===== src/rtl/alu_pkg.sv =====
// Shared opcode encoding and FSM state type for the multicycle ALU.
package alu_pkg;

  localparam logic [2:0] OP_ADD    = 3'b000;
  localparam logic [2:0] OP_SUB    = 3'b001;
  localparam logic [2:0] OP_MUL    = 3'b010;
  localparam logic [2:0] OP_DIVMOD = 3'b011;
  localparam logic [2:0] OP_AND    = 3'b100;
  localparam logic [2:0] OP_OR     = 3'b101;
  localparam logic [2:0] OP_XOR    = 3'b110;
  localparam logic [2:0] OP_NONE   = 3'b111;

  typedef enum logic [1:0] {
    IDLE = 2'd0,
    MUL  = 2'd1,
    DIV  = 2'd2
  } state_e;

endpackage


===== src/rtl/alu_iter_step.sv =====
// One iteration of shift-add multiply or restoring divide on a shared 2*WIDTH accumulator.
// mul: acc = {partial product high, remaining multiplier bits}
// div: acc = {partial remainder, dividend bits shifting into quotient}
module alu_iter_step #(
  parameter int unsigned WIDTH = 16
) (
  input  logic               div_mode_i,
  input  logic [2*WIDTH-1:0] acc_i,
  input  logic [WIDTH-1:0]   opnd_i,
  output logic [2*WIDTH-1:0] acc_o
);

  logic [WIDTH:0] sum;
  logic [WIDTH:0] trial;
  logic [WIDTH:0] diff;

  // Select the next accumulator value for the active mode
  always_comb begin
    sum   = {1'b0, acc_i[2*WIDTH-1:WIDTH]} + (acc_i[0] ? {1'b0, opnd_i} : '0);
    trial = {acc_i[2*WIDTH-1:WIDTH], acc_i[WIDTH-1]};
    diff  = trial - {1'b0, opnd_i};
    if (div_mode_i) begin
      // Remainder stays below the divisor, so trial fits in WIDTH+1 bits and diff's MSB is the sign
      if (!diff[WIDTH]) begin
        acc_o = {diff[WIDTH-1:0], acc_i[WIDTH-2:0], 1'b1};
      end else begin
        acc_o = {trial[WIDTH-1:0], acc_i[WIDTH-2:0], 1'b0};
      end
    end else begin
      acc_o = {sum, acc_i[WIDTH-1:1]};
    end
  end

endmodule


===== src/rtl/alu_multicycle.sv =====
// Clocked ALU: single-cycle logic/arith ops, iterative unsigned mul and divmod.
module alu_multicycle
  import alu_pkg::*;
#(
  parameter int unsigned WIDTH = 16
) (
  input  logic             clk,
  input  logic             rst,
  input  logic             start,
  input  logic [WIDTH-1:0] A,
  input  logic [WIDTH-1:0] B,
  input  logic [2:0]       CTRL,
  output logic             busy,
  output logic             done,
  output logic [WIDTH-1:0] result,
  output logic [WIDTH-1:0] overflow,
  output logic             zero,
  output logic             div_by_zero
);

  localparam int unsigned CW = $clog2(WIDTH) + 1;
  localparam int unsigned AW = 2 * WIDTH;

  state_e           state_q, state_d;
  logic [CW-1:0]    cnt_q, cnt_d;
  logic [WIDTH-1:0] opnd_q, opnd_d;
  logic [AW-1:0]    acc_q, acc_d;
  logic [AW-1:0]    acc_nxt;
  logic             busy_q, busy_d;
  logic             done_q, done_d;
  logic [WIDTH-1:0] res_q, res_d;
  logic [WIDTH-1:0] ovf_q, ovf_d;
  logic             zero_q, zero_d;
  logic             dbz_q, dbz_d;

  logic [WIDTH:0]   add_w;
  logic [WIDTH:0]   sub_w;
  logic [WIDTH-1:0] sc_res;
  logic [WIDTH-1:0] sc_ovf;

  alu_iter_step #(.WIDTH(WIDTH)) u_step (
    .div_mode_i (state_q == DIV),
    .acc_i      (acc_q),
    .opnd_i     (opnd_q),
    .acc_o      (acc_nxt)
  );

  // Single-cycle op results; sub_w MSB is the unsigned borrow
  always_comb begin
    add_w  = {1'b0, A} + {1'b0, B};
    sub_w  = {1'b0, A} - {1'b0, B};
    sc_res = '0;
    sc_ovf = '0;
    case (CTRL)
      OP_ADD: begin
        sc_res = add_w[WIDTH-1:0];
        sc_ovf = WIDTH'(add_w[WIDTH]);
      end
      OP_SUB: begin
        sc_res = sub_w[WIDTH-1:0];
        sc_ovf = WIDTH'(sub_w[WIDTH]);
      end
      OP_AND:  sc_res = A & B;
      OP_OR:   sc_res = A | B;
      OP_XOR:  sc_res = A ^ B;
      default: sc_res = '0;
    endcase
  end

  // Next-state and output-register logic
  always_comb begin
    state_d = state_q;
    cnt_d   = cnt_q;
    opnd_d  = opnd_q;
    acc_d   = acc_q;
    busy_d  = busy_q;
    done_d  = 1'b0;
    res_d   = res_q;
    ovf_d   = ovf_q;
    zero_d  = zero_q;
    dbz_d   = dbz_q;
    case (state_q)
      IDLE: begin
        if (start) begin
          if (CTRL == OP_MUL) begin
            state_d = MUL;
            cnt_d   = CW'(WIDTH - 1);
            opnd_d  = A;
            acc_d   = {{WIDTH{1'b0}}, B};
            busy_d  = 1'b1;
          end else if (CTRL == OP_DIVMOD && B != '0) begin
            state_d = DIV;
            cnt_d   = CW'(WIDTH - 1);
            opnd_d  = B;
            acc_d   = {{WIDTH{1'b0}}, A};
            busy_d  = 1'b1;
          end else if (CTRL == OP_DIVMOD) begin
            res_d  = '1;
            ovf_d  = A;
            zero_d = 1'b0;
            dbz_d  = 1'b1;
            done_d = 1'b1;
          end else begin
            res_d  = sc_res;
            ovf_d  = sc_ovf;
            zero_d = (sc_res == '0);
            dbz_d  = 1'b0;
            done_d = 1'b1;
          end
        end
      end
      MUL, DIV: begin
        acc_d = acc_nxt;
        if (cnt_q == '0) begin
          // Both modes leave the primary result in the low half, secondary in the high half
          state_d = IDLE;
          busy_d  = 1'b0;
          done_d  = 1'b1;
          res_d   = acc_nxt[WIDTH-1:0];
          ovf_d   = acc_nxt[AW-1:WIDTH];
          zero_d  = (acc_nxt[WIDTH-1:0] == '0);
          dbz_d   = 1'b0;
        end else begin
          cnt_d = cnt_q - CW'(1);
        end
      end
      default: begin
        state_d = IDLE;
        busy_d  = 1'b0;
      end
    endcase
  end

  // State and output registers
  always_ff @(posedge clk or posedge rst) begin
    if (rst) begin
      state_q <= IDLE;
      cnt_q   <= '0;
      opnd_q  <= '0;
      acc_q   <= '0;
      busy_q  <= 1'b0;
      done_q  <= 1'b0;
      res_q   <= '0;
      ovf_q   <= '0;
      zero_q  <= 1'b0;
      dbz_q   <= 1'b0;
    end else begin
      state_q <= state_d;
      cnt_q   <= cnt_d;
      opnd_q  <= opnd_d;
      acc_q   <= acc_d;
      busy_q  <= busy_d;
      done_q  <= done_d;
      res_q   <= res_d;
      ovf_q   <= ovf_d;
      zero_q  <= zero_d;
      dbz_q   <= dbz_d;
    end
  end

  assign busy        = busy_q;
  assign done        = done_q;
  assign result      = res_q;
  assign overflow    = ovf_q;
  assign zero        = zero_q;
  assign div_by_zero = dbz_q;

endmodule


===== config.mk =====
export PLATFORM = sky130hd
export DESIGN_NAME = alu_multicycle
export DESIGN_NICKNAME = d
export VERILOG_FILES = /design/src/rtl/alu_pkg.sv /design/src/rtl/alu_iter_step.sv /design/src/rtl/alu_multicycle.sv
export SDC_FILE = /design/constraint.sdc
export NUM_CORES = 1
export LEC_CHECK = 0
export CAP_MARGIN = 0
export CORE_UTILIZATION = 40
export DETAILED_ROUTE_END_ITERATION = 12
export MAX_ROUTING_LAYER = met4
export PLACE_DENSITY = 0.6
export SYNTH_ARGS = -nofsm -noshare
export SYNTH_HDL_FRONTEND = slang
export SYNTH_SLANG_ARGS = --single-unit

===== constraint.sdc =====
create_clock -name clk -period 10.05 [get_ports clk]
set_clock_uncertainty 0.15 [all_clocks]
set_input_delay 3.015 -clock clk [delete_from_list [all_inputs] [get_ports clk]]
set_output_delay 3.015 -clock clk [all_outputs]
set_load 0.01 [all_outputs]

==> results of run 1 <==
## power groups by stage
stage | Combinational, W | Clock (W) | Sequential, W
2_1_floorplan | 0.00109 | 0 | 0.000660
3_3_place_gp | 0.00160 | 0 | 0.000676
3_5_place_dp | 0.00161 | 0 | 0.000678
4_1_cts | 0.00162 | 0.000394 | 0.000672
5_1_grt | 0.00180 | 0.000408 | 0.000694
6_report | 0.00163 | 0.000390 | 0.000670
## worst min-delay path, cell delays in order (launching register included)
cell     delay, ns
dfrtp_1       0.36
nand2_1       0.05
nand2_1       0.05
## worst min path at each step
stage | startpoint | endpoint | slack [ns]
final | result[3]$_DFFE_PP0P_ | result[3]$_DFFE_PP0P_ | 0.34
after global routing | div_by_zero$_DFFE_PP0P_ | div_by_zero$_DFFE_PP0P_ | 0.37
after CTS | result[3]$_DFFE_PP0P_ | result[3]$_DFFE_PP0P_ | 0.34
after detailed placement | result[3]$_DFFE_PP0P_ | result[3]$_DFFE_PP0P_ | 0.33
after global placement | result[3]$_DFFE_PP0P_ | result[3]$_DFFE_PP0P_ | 0.32
after floorplan | opnd_q[0]$_DFFE_PP0P_ | opnd_q[0]$_DFFE_PP0P_ | 0.32
## kinds of logic (layout without fill, tap and decap cells)
kind of cell | count (synthesis) | count (layout) | share of synthesized area, %
muxes | 39 | 39 | 4.45
AOI/OAI and AO/OA | 383 | 383 | 28.5
DFF | 91 | 91 | 25.7
xor gates and xnor gates | 31 | 31 | 3.06
buffers and inverters | 138 | 173 | 6.37
and+or+nand+nor | 349 | 349 | 18.6
adders and majority gates | 92 | 92 | 13.3
## layout by cell type (no fill, tap or decap), drive strengths merged, types with 16 or more instances in the layout
cell / n
xnor2: 19
nor3: 23
mux2i: 36
dfrtp: 91
ha: 88
and2: 18
nand2: 104
nand3: 23
o22ai: 16
a21o: 17
a31oi: 18
inv: 74
a211oi: 31
a21oi: 92
clkdlybuf4s50: 72
o21ai: 95
nor2: 105
## Yosys cell counts, types with 19 or more instances
| cell type | n | area share (%) |
|---|---|---|
| ha_1 | 88 | 12 |
| xnor2_1 | 19 | 1.9 |
| o21ai_0 | 83 | 4.7 |
| a211oi_1 | 31 | 2.6 |
| inv_1 | 72 | 3.0 |
| nor2_1 | 105 | 4.4 |
| nand3_1 | 21 | 1.2 |
| mux2i_1 | 36 | 4.1 |
| dfrtp_1 | 91 | 26 |
| a21oi_1 | 91 | 5.1 |
| clkbuf_1 | 37 | 1.6 |
| nand2_1 | 104 | 4.4 |
| nor3_1 | 23 | 1.3 |
## through the flow
step / area, µm² / setup WS (ns)
2_1_floorplan: 8860 / 4.37
3_5_place_dp: 9750 / 3.35
6_report: 10100 / 3.65
5_1_grt: 10100 / 3.43
3_3_place_gp: 9750 / 3.38
4_1_cts: 10100 / 3.70
## registers in the layout, indices dropped and copies added, names as in the netlist
signal and flops:
div_by_zero 1, opnd_q 16, cnt_q 5, busy 1, state_q 2, result 16
zero 1, done 1, overflow 16, acc_q 32
## cell type report
type | instances | area (µm²)
fillers | 2185 | 11700
flip-flops and latches | 91 | 2280
multi-input cells | 894 | 6040
well taps | 280 | 350
clock buffers | 10 | 229
inverters | 75 | 284
clock inverters | 5 | 103
repair buffers | 83 | 801
## metal layers
layer / vias to the layer above / share of wire [%] / GRT usage (%)
met5: - / 0 / -
met4: 0 / 3.3 / 9.80
met3: 47 / 5.0 / 2.62
met2: 289 / 45 / 41.0
met1: 4103 / 47 / 37.4
li1: 4137 / - / -
==> parameters.txt, run 1 <==
Parameter                              Value

Status
  Status    finished, final reports clean

Finish
  Cell Count, Final, Fillers Out    around 1400
  Share of post-route cells with drive strength above 1    4.84%
  Core utilization of the finished layout    46.3%
  Synthesis-to-finish area growth    13.7%
  Antenna diode count    0
  Number of nets in the final layout    around 1300

Setup path
  Total number of cells along the worst setup path    12
  Gate family responsible for the most delay along the worst path    simple AND/OR/NAND/NOR gates
  Kind of critical path    in -> reg
  Sort of element at the start of the critical path    input pin
  Number of cells on the worst reg-to-reg path    9
  Internal reg-to-reg setup slack    about 6 ns
  Data required time of the critical path    10.17 ns
  Timing endpoint of the critical path    zero$_DFFE_PP0P_
  Worst r2r src    state_q[1]$_DFFE_PP0P_
  Worst path cell trace    clkdlybuf4s50_1 -> inv_1 -> ha_1 -> nor2_1 -> a2111oi_2 -> a21oi_1 -> o2111ai_1 -> nand3_1 -> nor4_1 -> nand4b_1 -> or4_4 -> o31ai_4
  Type of element capturing the critical path    flip-flop
  First element of the critical path    A[4]
  Capture point of the worst reg-to-reg path    result[0]$_DFFE_PP0P_
  Arrival time of the worst setup path    6.51 ns
  Worst-path fanout max    14
  Bufs and invs on worst path    2
  Crit-path max cell delay    around 0.6 ns
  Slowest-stage cell, CP    clkdlybuf4s50_1

Clock network
  Count of clock tree sinks    between 90 and 100
  Hold buffer count at cts    0
  Clock latency on the worst-skew pair    between 0.3 and 0.4 ns
  Clock tree root driver cell    clkbuf_16
  Number of buffers on the longest clock path    2
  Setup bufs post-CTS    0
  Total of cells resized after clock tree synthesis    0
  TritonCTS clock tree    yes
  Number of buffers created by CTS    9
  Post-CTS clock slew at the launch and capture registers of the worst setup and hold paths    0.07 ns
  H-tree levels    3

Flow run
  Max-capacitance violation count    0

Pwr
  Net switching power figure    between 0.001 and 0.0015 W
  Total Power Consumption    0.00269 W
  Clock power share    approximately 14%
  Power Density    ~270 nW/µm²
  Portion of total power attributed to sequential cells    between 20 and 25%
  Cell-internal power    0.00143 W
  Leak    4.45 nW
  Switching part of the total power    roughly 47%
  Portion of total power attributed to combinational logic    60.7%
  VDD IR-drop max    just under 0.1 mV

Route
  DR DRC count    0
  Final wirelength    29.2 mm
  Number of detailed-routing iterations run before antenna repair    5
  Via count    ~8600
  Drt via density    5.96
  Antenna violation net count after detailed routing    0
  Average wire length per cell after detail routing    just over 20 µm
  Iteration-0 DRC count of the detailed router    roughly 670

STA
  Worst slew slack as a fraction of its limit    30.6%
  Sum Neg Setup Slack    0 ns
  Final period utilization    a little under two thirds
  Min cycle time layout    6.40 ns
  Unrepaired setup endpoints after global routing    no
  Worst hold-check slack    0.336 ns
  Hold violation count in the final report    0
  Final number of max-transition violations    0
  Actual transition at the worst max-transition pin    1.04 ns
  Final Setup Violations    0
  Max Fclk    0.156 GHz

Die
  Floorplan die area    22800 µm²
  Core area    21800 µm²
  Horizontal die dimension    roughly 150 µm
  Starting Density    between 40% and 50%
  Placement row count    between 50 and 60
  Ports    74
  Die height    151 µm

Global route
  First-pass GRT wire length    45.4 mm
  Number of global-route vias before repair    7932
  Final global-route overflow total    0
  Total track usage    27.0%
  Maximum number of pins on one net before global-route repair    68
  Antenna violations before repair    0

Place
  Number of buffer cells added on primary ports    73
  DP Wirelength    21.9 mm
  GPL Wtd Cong    0.940
  Cells after DPL    1423

Worst hold path
  Worst hold path class    reg -> reg
  Hold path cells    2

Synth
  Asr flop ratio synth    100%
  Number of standard cells after synthesis    1123
  Synthesized net count    1253
  Post-synthesis sequential area ratio    25.7%
  Synthesized area    around 8900 µm²
  Number of synthesized flops with an enable pin    0
  Count of synthesis-stage warnings from yosys    0
  Main flop type after synthesis    dfrtp_1
  Mean post-synth cell area    7.89 µm²
  Number of distinct library cells after synthesis    80
  Yosys reg bits    91
Power figures use the tool's default switching activity.
==> run 2, diff against run 1 <==
PLACE_DENSITY = 0.62   (was 0.6)
clock period = 5.4 ns   (was 10.05 ns; I/O delays follow)
==> parameters.txt, run 2 (synthesized netlist as in run 1, its figures left out) <==
Parameter                              Value

Setup path
  Kind of critical path    in -> reg
  Sort of element at the start of the critical path    input pin
  Type of element capturing the critical path    flip-flop
  Arrival time of the worst setup path    5.01 ns
  Timing endpoint of the critical path    zero$_DFFE_PP0P_
  Worst r2r src    acc_q[15]$_DFFE_PP0P_
  First element of the critical path    A[2]
  Worst-path fanout max    9
  Capture point of the worst reg-to-reg path    acc_q[21]$_DFFE_PP0P_
  Data required time of the critical path    5.51 ns
  Internal reg-to-reg setup slack    1.52 ns
  Number of cells on the worst reg-to-reg path    12

STA
  Worst hold-check slack    ~0.33 ns
  Actual transition at the worst max-transition pin    0.876 ns
  Worst slew slack as a fraction of its limit    40.8%
  Min cycle time layout    4.89 ns
  Hold violation count in the final report    0
  Final number of max-transition violations    0
  Final Setup Violations    0
  Unrepaired setup endpoints after global routing    no
  Final period utilization    90.6%
  Sum Neg Setup Slack    0 ns
  Max Fclk    around 0.20 GHz

Clock network
  Count of clock tree sinks    between 90 and 100
  Clock tree root driver cell    clkbuf_16
  Total of cells resized after clock tree synthesis    0
  Number of buffers created by CTS    9
  Setup bufs post-CTS    0
  H-tree levels    3
  TritonCTS clock tree    yes
  Clock latency on the worst-skew pair    0.35 ns
  Post-CTS clock slew at the launch and capture registers of the worst setup and hold paths    about 0.07 ns
  Hold buffer count at cts    0
  Number of buffers on the longest clock path    2

Route
  Final wirelength    approximately 30 mm
  Average wire length per cell after detail routing    between 20 and 25 µm
  Drt via density    between 5 and 6
  Via count    a little under 9000
  Iteration-0 DRC count of the detailed router    604
  Number of detailed-routing iterations run before antenna repair    5
  Antenna violation net count after detailed routing    0
  DR DRC count    0

Finish
  Synthesis-to-finish area growth    16.1%
  Leading cell types in the layout, fill and taps excluded    nor2_1 (104), nand2_1 (104), a21oi_1 (91), dfrtp_1 (91), ha_1 (86)
  Core utilization of the finished layout    47.3%
  Area of all sequential standard cells    about 2300 µm²
  Cell Count, Final, Fillers Out    1466
  Area occupied by multi-input gates    6040 µm²
  Antenna diode count    0
  Number of flip-flops in the largest register    32
  Number of nets in the final layout    1311
  Share of post-route cells with drive strength above 1    7.08%
  Final-layout fill cell count    ~2200
  Register with the highest flop count    acc_q

Die
  Ports    74
  Starting Density    40.7%
  Die height    roughly 150 µm
  Floorplan die area    22800 µm²
  Placement row count    54
  Core area    roughly 22000 µm²
  Horizontal die dimension    around 150 µm

Place
  Cells after DPL    1450
  GPL Wtd Cong    0.959
  Number of buffer cells added on primary ports    73
  DP Wirelength    roughly 23 mm

Flow run
  Max-capacitance violation count    0

Worst hold path
  Worst hold path class    reg -> reg

Global route
  First-pass GRT wire length    46.6 mm
  Maximum number of pins on one net before global-route repair    58
  Number of global-route vias before repair    slightly above 8000
  Antenna violations before repair    0
  Total track usage    27.8%
  Final global-route overflow total    0

Status
  Status    finished, final reports clean

Pwr
  VDD IR-drop max    0.189 mV
  Leak    between 4 and 5 nW
  Power Density    490 nW/µm²
==> run 2: cell count changes in the layout (fill, tap and decap cells not counted), sizes merged <==
cell | previous run | this run
clkbuf | 10 | 11
buf | 11 | 38
bufinv | 3 | 2
inv | 74 | 75
==> run 2: how the worst min path moves through the flow <==
stage	from	to	depth (start not counted)
global route	overflow[10]$_DFFE_PP0P_	overflow[10]$_DFFE_PP0P_	2
detailed placement	result[3]$_DFFE_PP0P_	result[3]$_DFFE_PP0P_	2
floorplan	opnd_q[0]$_DFFE_PP0P_	opnd_q[0]$_DFFE_PP0P_	2
finish	result[3]$_DFFE_PP0P_	result[3]$_DFFE_PP0P_	2
global placement	result[3]$_DFFE_PP0P_	result[3]$_DFFE_PP0P_	2
CTS	result[3]$_DFFE_PP0P_	result[3]$_DFFE_PP0P_	2
==> run 2: worst max-delay path, stage by stage <==
cell	delay (ns)
clkdlybuf4s50_1	0.56
inv_1	0.09
ha_1	0.43
nor3_1	0.34
o31ai_1	0.15
o211ai_1	0.38
a2111oi_0	0.18
a211oi_1	0.29
o41a_1	0.19
nand3_2	0.09
or4_4	0.50
o31ai_4	0.17
==> run 2: power breakdown <==
| part | leakage [nW] | switching [W] | internal, W |
|---|---|---|---|
| Clock | 0.156 | 0.000285 | 0.000421 |
| Sequential | 1.09 | 0.000271 | 0.000982 |
| Combinational | 3.34 | 0.00182 | 0.00127 |
==> run 2: metal layers <==
metal | up-vias | global-route usage (%) | share of wire (%)
li1 | 4201 | - | -
met4 | 0 | 11.5 | 3.6
met2 | 316 | 42.8 | 45
met1 | 4189 | 37.3 | 45
met5 | - | - | 0
met3 | 54 | 2.53 | 5.9
==> run 2: metrics by stage <==
step	setup WS (ns)	power, W	area [µm²]
after floorplan	1.12	0.00326	8860
after global placement	0.161	0.00426	9970
after detailed placement	0.171	0.00428	9970
after CTS	0.534	0.00502	10300
after global routing	0.221	0.00543	10300
final	0.506	0.00505	10300
==> run 2: layout make-up <==
cell class | instances | share of cell area, %
Clock inverter | 5 | 0.826
Clock buffer | 11 | 2.36
Multi-Input combinational cell | 894 | 58.7
Sequential cell | 91 | 22.1
Timing Repair Buffer | 110 | 9.87
Tap cell | 280 | 3.40
Inverter | 75 | 2.76
==> run 3, diff against run 2 <==
CORE_ASPECT_RATIO = 2   (was default)
CORE_UTILIZATION = 54   (was 40)
PLACE_DENSITY = 0.79   (was 0.62)
==> parameters.txt, run 3 (synthesized netlist as in run 1, its figures left out) <==
Parameter                              Value

Route
  Number of detailed-routing iterations run before antenna repair    6
  Via count    between 9000 and 10000
  Drt via density    6.59
  Antenna violation net count after detailed routing    0
  DR DRC count    0
  Average wire length per cell after detail routing    22.3 µm
  Final wirelength    31.0 mm
  Iteration-0 DRC count of the detailed router    ~800

STA
  Actual transition at the worst max-transition pin    0.804 ns
  Sum Neg Setup Slack    0 ns
  Hold violation count in the final report    0
  Unrepaired setup endpoints after global routing    no
  Final period utilization    92.4%
  Max Fclk    0.200 GHz
  Worst slew slack as a fraction of its limit    45.7%
  Min cycle time layout    4.99 ns
  Final number of max-transition violations    0
  Final Setup Violations    0

Finish
  Number of flip-flops in the largest register    32
  Leading cell types in the layout, fill and taps excluded    nor2_1 (104), nand2_1 (104), a21oi_1 (91), dfrtp_1 (91), ha_1 (86)
  Antenna diode count    0
  Synthesis-to-finish area growth    14.9%
  Register with the highest flop count    acc_q
  Share of post-route cells with drive strength above 1    7.55%
  Number of nets in the final layout    1317
  Core utilization of the finished layout    63.9%

Clock network
  Clock latency on the worst-skew pair    0.35 ns
  Number of buffers on the longest clock path    2
  Hold buffer count at cts    0
  Post-CTS clock slew at the launch and capture registers of the worst setup and hold paths    0.07 ns
  H-tree levels    3
  Setup bufs post-CTS    0
  Number of buffers created by CTS    9
  Count of clock tree sinks    between 90 and 100
  Total of cells resized after clock tree synthesis    0
  Clock tree root driver cell    clkbuf_16
  TritonCTS clock tree    yes

Setup path
  Worst path cell trace    clkdlybuf4s50_1 -> inv_1 -> ha_1 -> nor3_1 -> or4_1 -> a21o_1 -> a32oi_1 -> nand4_1 -> nor4_1 -> nand4b_1 -> or4_4 -> o31ai_4
  Gate family responsible for the most delay along the worst path    simple AND/OR/NAND/NOR gates
  Type of element capturing the critical path    flip-flop
  Sort of element at the start of the critical path    input pin
  Bufs and invs on worst path    2
  Data required time of the critical path    5.52 ns
  Crit-path max cell delay    between 0.5 and 0.6 ns
  Arrival time of the worst setup path    5.11 ns
  Worst-path fanout max    6
  Slowest-stage cell, CP    clkdlybuf4s50_1
  Kind of critical path    in -> reg

Place
  Number of buffer cells added on primary ports    73
  DP Wirelength    24.0 mm
  GPL Wtd Cong    1.03

Global route
  Maximum number of pins on one net before global-route repair    57
  Antenna violations before repair    0
  Number of global-route vias before repair    8985
  Total track usage    slightly below 40%
  First-pass GRT wire length    47.9 mm
  Final global-route overflow total    0

Die
  Floorplan die area    between 15000 and 20000 µm²
  Core area    about 16000 µm²
  Starting Density    between 50 and 60%
  Die height    183 µm
  Placement row count    65
  Horizontal die dimension    ~90 µm
  Ports    74

Pwr
  Leak    ~4.6 nW
  Power Density    492 nW/µm²
  VDD IR-drop max    0.207 mV

Flow run
  Max-capacitance violation count    0

Worst hold path
  Worst hold path class    reg -> reg

Status
  Status    finished, final reports clean
## run 3: cell types whose count changed in the layout (fill, tap and decap cells not counted), sizes merged
cell	previous run	this run
buf	38	44
bufinv	2	0
clkbuf	11	12
clkinvlp	1	2
## run 3: final cells by class
| type | count | area, µm² |
|---|---|---|
| Tap cell | 201 | 251 |
| Clock inverter | 4 | 32.5 |
| Timing Repair Buffer | 116 | 1050 |
| Clock buffer | 12 | 256 |
| Inverter | 75 | 284 |
| Fill cell | 1429 | 5750 |
| Multi-Input combinational cell | 894 | 6040 |
| Sequential cell | 91 | 2280 |
## run 3: layer usage
metal	share of wire, %	GRT usage, %	routed length [µm]
met5	0	-	0
met1	35	39.7	10700
met4	8.9	30.4	2780
met2	51	65.8	15800
met3	5.7	3.69	1770
## run 3: report_power, final
part | total (W) | internal [W] | leakage [nW] | switching (W)
clock network | 0.000623 | 0.000340 | 0.135 | 0.000282
registers | 0.00126 | 0.000982 | 1.09 | 0.000275
logic | 0.00313 | 0.00126 | 3.36 | 0.00187
## run 3: worst reg2reg max path: cells and delay by family, from the launching register on
family / cells / cell delay, ns
and+or+nand+nor: 2 / 0.48
adders and majority gates: 2 / 0.60
DFF: 1 / 0.75
AOI/OAI and AO/OA: 7 / 1.83
## run 3: worst paths after layout
check,endpoint,depth (start not counted),slack (ns),start
worst min-delay path,result[3]$_DFFE_PP0P_,2,0.32,result[3]$_DFFE_PP0P_
min in group asynchronous,acc_q[30]$_DFFE_PP0P_,2,1.53,rst
max in group asynchronous,acc_q[21]$_DFFE_PP0P_,3,2.75,rst
worst min register to register,result[3]$_DFFE_PP0P_,2,0.32,result[3]$_DFFE_PP0P_
worst max-delay path,zero$_DFFE_PP0P_,12,0.41,B[1]
worst max register to register,acc_q[29]$_DFFE_PP0P_,11,1.47,acc_q[0]$_DFFE_PP0P_
## run 3: through the flow
stage                     hold WS (ns)  setup WS (ns)  cell area (µm²)  instances  power (W)
after floorplan                  0.320           1.12             8860       1123    0.00326
after detailed placement         0.309          0.107             9900       1377    0.00431
after global placement           0.307          0.109             9900       1377    0.00424
after global routing             0.344          0.209            10200       1393    0.00534
after CTS                        0.325          0.452            10200       1393    0.00495
final                            0.320          0.412            10200       1393    0.00501
